<file path="config.mk">
export PLATFORM = sky130hd
export DESIGN_NAME = iobus_timer
export DESIGN_NICKNAME = d
export VERILOG_FILES = /design/src/rtl/otter_io_pkg.sv /design/src/rtl/timer_prescaler.sv /design/src/rtl/iobus_timer.sv
export SDC_FILE = /design/constraint.sdc
export NUM_CORES = 1
export LEC_CHECK = 0
export BUFFER_PORTS_ARGS = -buffer_cell sky130_fd_sc_hd__clkbuf_2
export CORE_MARGIN = 2
export CORE_UTILIZATION = 38
export CTS_CLUSTER_DIAMETER = 30
export DETAILED_ROUTE_END_ITERATION = 12
export MAX_ROUTING_LAYER = met4
export PLACE_DENSITY = 0.63
export SYNTH_ARGS = -nofsm -noshare
export SYNTH_HDL_FRONTEND = slang
export SYNTH_HIERARCHICAL = 1
export SYNTH_SLANG_ARGS = --single-unit
</file>
<file path="constraint.sdc">
create_clock -name CLK -period 7.5 [get_ports CLK]
set_clock_uncertainty 0.15 [all_clocks]
set_input_delay 0 -clock CLK [delete_from_list [all_inputs] [get_ports CLK]]
set_output_delay 0 -clock CLK [all_outputs]
set_load 0.005 [all_outputs]
</file>
<file path="src/rtl/otter_io_pkg.sv">
// Shared definitions for OTTER IOBUS peripherals: register offsets and field positions.
package otter_io_pkg;

  localparam logic [4:0] TMR_CTRL_OFS  = 5'h00;
  localparam logic [4:0] TMR_PRESC_OFS = 5'h04;
  localparam logic [4:0] TMR_CMP_OFS   = 5'h08;
  localparam logic [4:0] TMR_CNT_OFS   = 5'h0C;
  localparam logic [4:0] TMR_STAT_OFS  = 5'h10;

  localparam int unsigned TMR_CTRL_EN_BIT   = 0;
  localparam int unsigned TMR_CTRL_AUTO_BIT = 1;
  localparam int unsigned TMR_CTRL_IRQ_BIT  = 2;
  localparam int unsigned TMR_STAT_PEND_BIT = 0;

  // Byte offset within a 32-byte window with the sub-word bits dropped.
  function automatic logic [4:0] tmr_word_ofs(input logic [31:0] addr);
    return {addr[4:2], 2'b00};
  endfunction

endpackage

</file>
<file path="src/rtl/timer_prescaler.sv">
// Free-running prescaler: emits one tick every PRESCALE+1 enabled cycles.
module timer_prescaler #(
  parameter int unsigned PRESCALE_W = 16
) (
  input  logic                  i_clk,
  input  logic                  i_rst_n,
  input  logic                  i_en,
  input  logic [PRESCALE_W-1:0] i_prescale,
  input  logic                  i_clr,
  output logic                  o_tick
);

  logic [PRESCALE_W-1:0] r_pcnt;
  logic [PRESCALE_W-1:0] w_pcnt_d;

  always_comb begin
    o_tick   = i_en && (r_pcnt == i_prescale);
    w_pcnt_d = r_pcnt + {{(PRESCALE_W-1){1'b0}}, 1'b1};
    if (!i_en || i_clr || o_tick) begin
      w_pcnt_d = '0;
    end
  end

  always_ff @(posedge i_clk) begin
    if (!i_rst_n) begin
      r_pcnt <= '0;
    end else begin
      r_pcnt <= w_pcnt_d;
    end
  end

endmodule

</file>
<file path="src/rtl/iobus_timer.sv">
// IOBUS timer peripheral: register window, compare/reload logic and level interrupt.
module iobus_timer
  import otter_io_pkg::*;
#(
  parameter logic [31:0] BASE_ADDR  = 32'h1100_0100,
  parameter int unsigned PRESCALE_W = 16
) (
  input  logic        CLK,
  input  logic        RST_N,
  input  logic [31:0] IOBUS_ADDR,
  input  logic [31:0] IOBUS_OUT,
  input  logic        IOBUS_WR,
  output logic [31:0] IOBUS_IN,
  output logic        INT
);

  logic                  w_hit;
  logic [4:0]            w_ofs;
  logic                  w_wr_ctrl, w_wr_presc, w_wr_cmp, w_wr_cnt, w_wr_stat;
  logic                  w_presc_clr;
  logic                  w_tick;
  logic                  w_match;
  logic [31:0]           w_count_d;
  logic                  w_pend_d;

  logic                  r_en, r_auto, r_irq_en;
  logic [PRESCALE_W-1:0] r_prescale;
  logic [31:0]           r_compare;
  logic [31:0]           r_count;
  logic                  r_pend;
  logic                  r_int;

  always_comb begin
    w_hit       = IOBUS_ADDR[31:5] == BASE_ADDR[31:5];
    w_ofs       = tmr_word_ofs(IOBUS_ADDR);
    w_wr_ctrl   = IOBUS_WR && w_hit && (w_ofs == TMR_CTRL_OFS);
    w_wr_presc  = IOBUS_WR && w_hit && (w_ofs == TMR_PRESC_OFS);
    w_wr_cmp    = IOBUS_WR && w_hit && (w_ofs == TMR_CMP_OFS);
    w_wr_cnt    = IOBUS_WR && w_hit && (w_ofs == TMR_CNT_OFS);
    w_wr_stat   = IOBUS_WR && w_hit && (w_ofs == TMR_STAT_OFS);
    w_presc_clr = w_wr_presc || (w_wr_ctrl && !IOBUS_OUT[TMR_CTRL_EN_BIT]);
  end

  timer_prescaler #(
    .PRESCALE_W (PRESCALE_W)
  ) u_prescaler (
    .i_clk      (CLK),
    .i_rst_n    (RST_N),
    .i_en       (r_en),
    .i_prescale (r_prescale),
    .i_clr      (w_presc_clr),
    .o_tick     (w_tick)
  );

  // A software COUNT write suppresses the match check; a match beats a same-cycle W1C.
  always_comb begin
    w_match   = w_tick && !w_wr_cnt && (r_count == r_compare);
    w_count_d = r_count;
    if (w_wr_cnt) begin
      w_count_d = IOBUS_OUT;
    end else if (w_match && r_auto) begin
      w_count_d = '0;
    end else if (w_tick) begin
      w_count_d = r_count + 32'd1;
    end
    w_pend_d = r_pend;
    if (w_wr_stat && IOBUS_OUT[TMR_STAT_PEND_BIT]) begin
      w_pend_d = 1'b0;
    end
    if (w_match) begin
      w_pend_d = 1'b1;
    end
  end

  always_ff @(posedge CLK) begin
    if (!RST_N) begin
      r_en       <= 1'b0;
      r_auto     <= 1'b0;
      r_irq_en   <= 1'b0;
      r_prescale <= '0;
      r_compare  <= '0;
      r_count    <= '0;
      r_pend     <= 1'b0;
      r_int      <= 1'b0;
    end else begin
      if (w_wr_ctrl) begin
        r_en     <= IOBUS_OUT[TMR_CTRL_EN_BIT];
        r_auto   <= IOBUS_OUT[TMR_CTRL_AUTO_BIT];
        r_irq_en <= IOBUS_OUT[TMR_CTRL_IRQ_BIT];
      end
      if (w_wr_presc) begin
        r_prescale <= IOBUS_OUT[PRESCALE_W-1:0];
      end
      if (w_wr_cmp) begin
        r_compare <= IOBUS_OUT;
      end
      r_count <= w_count_d;
      r_pend  <= w_pend_d;
      r_int   <= r_pend & r_irq_en;
    end
  end

  always_comb begin
    IOBUS_IN = '0;
    if (w_hit) begin
      case (w_ofs)
        TMR_CTRL_OFS: begin
          IOBUS_IN[TMR_CTRL_EN_BIT]   = r_en;
          IOBUS_IN[TMR_CTRL_AUTO_BIT] = r_auto;
          IOBUS_IN[TMR_CTRL_IRQ_BIT]  = r_irq_en;
        end
        TMR_PRESC_OFS: IOBUS_IN[PRESCALE_W-1:0] = r_prescale;
        TMR_CMP_OFS:   IOBUS_IN = r_compare;
        TMR_CNT_OFS:   IOBUS_IN = r_count;
        TMR_STAT_OFS:  IOBUS_IN[TMR_STAT_PEND_BIT] = r_pend;
        default:       IOBUS_IN = '0;
      endcase
    end
  end

  assign INT = r_int;

endmodule

</file>
==> metrics.txt <==
grt ovf 0; Syn Nets 766; Hold Vio Cnt, Final 0; Reg clk slew, reported paths 70 ps; Pint 868 µW; Setup Crit Path Kind register to register; vias in the first global route 5086; total power per unit cell area 156 nW/µm²; setup TNS 0 ps; vias 5457; Post-Synthesis Cells 697; Arrival @ worst endpoint 3790 ps; Pleak 2.95 nW; DRT iter0 DRCs 412; # fillers 1523; final setup vio count 0; crit-path most repeated cell nor4_1; CTS tree yes; critical path launch point type register; Psw 253 µW; Die ar. 16700 µm²; Worst Tran Pin Value 957 ps; sequential power share 0.479; Routed Antenna Nets 0; Post-synth top flop dfxtp_1; max_cap viols 0; Max H-tree Level 3; root buf cell clkbuf_16; count of cell types in the netlist 65; clock power share 0.462; largest net degree at the start of global routing 43; First-pass DRT Iterations 6; # DRC 0; n_diodes 0; fmax 0.271 GHz; Tightest Hold Check Type primary input to register; CTS max path bufs 2; slowest CP cell nor4_1; Die Span Y 129 µm; sequential cell area 2020 µm²; DP Wirelength 12.2 mm; initial antenna violation count 0; Syn Area/Cell 8.53 µm²; layout cells sized above 1 0.193; Post-synth EDFFs 0; # Post-CTS Setup Buffers 0; sw frac 0.226; clock sink count 101; # rows 45; run status complete, no violations; Final min period 3680 ps; port bufs 97; total wire length 17.4 mm; Comb pwr share 0.058; Final Cell Area 7180 µm²; vias per inst 5.40; area grow syn2layout 20.7%; R2R Setup Slk 3820 ps; crit-path max FO 27; Initial Util 0.390; Max rail drop VDD 0.000124 V; fin nets 864; register area share after synthesis 0.340; relative slew slack 0.356; drt wl/cell 17.2 µm; Core Box Area 15300 µm²; area of the mapped netlist 5950 µm²; first-pass GRT wire length 27.8 mm; max-slew violation count 0; DP Area 6530 µm²; GRT Util Overall 0.219; crit path cell chain xor2_1 -> nor4_1 -> nand2_1 -> nor4_2 -> buf_4 -> inv_1 -> nor4_1 -> nor2_1 -> a211o_1; Die W 129 µm; area of the multi-input gates 3650 µm²; CP required 7600 ps; Synth async-reset ratio 0; # IOs 100; CP peak stage delay 950 ps; Critical Path End Type register; RePlAce Congestion 0.854; RSZ-0062 raised after global routing no; Tot Pwr 1.12 mW; Seq cells post-synth 101; YS warnings 6; CTS Buf Count 9; Final Cycle Share 0.491; Clk Latency, worst-skew pair 360 ps
## cells by family (layout without fill, tap and decap cells)
logic type / after synthesis / in the layout / share of synthesized area
and+or+nand+nor: 277 / 277 / 0.243
AOI/OAI and AO/OA: 104 / 104 / 0.122
DFF: 101 / 101 / 0.340
xor gates and xnor gates: 82 / 82 / 0.121
muxes: 68 / 68 / 0.121
buffers and inverters: 63 / 166 / 0.0484
adders and majority gates: 2 / 2 / 0.00421
## worst paths after layout
check	cells after the start	end	start
setup / recovery	9	r_count[30]$_SDFFE_PN0P_	u_prescaler/r_pcnt[10]$_SDFF_PP0_
hold / removal	6	r_count[0]$_SDFFE_PN0P_	IOBUS_ADDR[30]
setup reg to reg	9	r_count[30]$_SDFFE_PN0P_	u_prescaler/r_pcnt[10]$_SDFF_PP0_
hold reg to reg	1	INT$_SDFF_PN0_	r_pend$_SDFFE_PN0P_
## cell usage in the layout (no fill, tap or decap), types with 22 or more instances in the layout
cell,synthesis,final
xnor2_1,22,22
nand2_1,27,27
dlygate4sd3_1,0,33
nand3_1,24,24
dfxtp_1,101,101
nor2_1,113,113
mux2i_1,53,53
a22oi_1,29,29
clkbuf_2,1,97
xor2_1,60,60
## cell type report
cell class	instances	area share
well taps	211	0.0368
clock inverters	6	0.0120
inverters	12	0.00627
repair buffers	138	0.122
multi-input cells	533	0.508
clock buffers	10	0.0333
flip-flops and latches	101	0.282
## cells in the mapped netlist (5+ instances only)
cell      number  area share
dfxtp_1      101        0.34
a21oi_1       21       0.018
nor3_1        19       0.016
and4_1         7       0.010
nand4_1       16       0.017
o22ai_1       14       0.015
inv_1         11      0.0069
mux2i_1       53       0.089
nor2_1       113       0.071
clkbuf_1      28       0.018
xnor2_1       22       0.032
nand2_1       27       0.017
xor2_1        60       0.088
a211o_1        6      0.0088
nor4_1        16       0.017
buf_2         13       0.011
buf_4          5      0.0063
mux2_2        13       0.025
a22oi_1       29       0.037
or3_1          7      0.0074
nand3_1       24       0.020
o21ai_0       12       0.010
and3_1        19       0.020
## registers in the layout (all words and copies together), names as in the netlist
register and cells:
r_count 32, r_irq_en 1, r_pend 1, r_compare 32, r_auto 1, r_en 1
u_prescaler/r_pcnt 16, INT 1, r_prescale 16
## through the flow
stage          worst slack, ps   util  cells  hold slack, ps
3_5_place_dp              3890  0.428    962             114
2_1_floorplan             4770      -    697           -17.6
5_1_grt                   3610  0.471   1011            83.0
3_3_place_gp              3800  0.428    962             103
6_report                  3820  0.471   1011            74.1
4_1_cts                   3860  0.471   1011            62.6
## routing by layer
layer / wire (µm) / global-route usage
met1: 8130 / 0.295
met2: 8010 / 0.333
met3: 877 / 0.0400
met4: 344 / 0.0703
met5: 0 / -
## critical path: cells and delay by family (launching register included)
kind,cells,cell delay [ps]
XOR/XNOR,1,180
AO/OA/AOI/OAI,1,290
buffers and inverters,2,720
AND/OR/NAND/NOR,5,1890
flip-flops,1,350
## power by group through the flow
stage          clock network [mW]  logic [mW]  registers [mW]
3_3_place_gp                    0      0.0517           0.550
6_report                    0.518      0.0655           0.537
2_1_floorplan                   0      0.0217           0.549
3_5_place_dp                    0      0.0519           0.550
5_1_grt                     0.546      0.0709           0.537
4_1_cts                     0.522      0.0654           0.537
## what timing repair did
item                                   in CTS  in global routing
hold buffers                               33                  0
endpoints found under the hold margin      84                  0
gates resized for setup                     0                  0
Note: power is estimated with default switching activity, not from simulation.
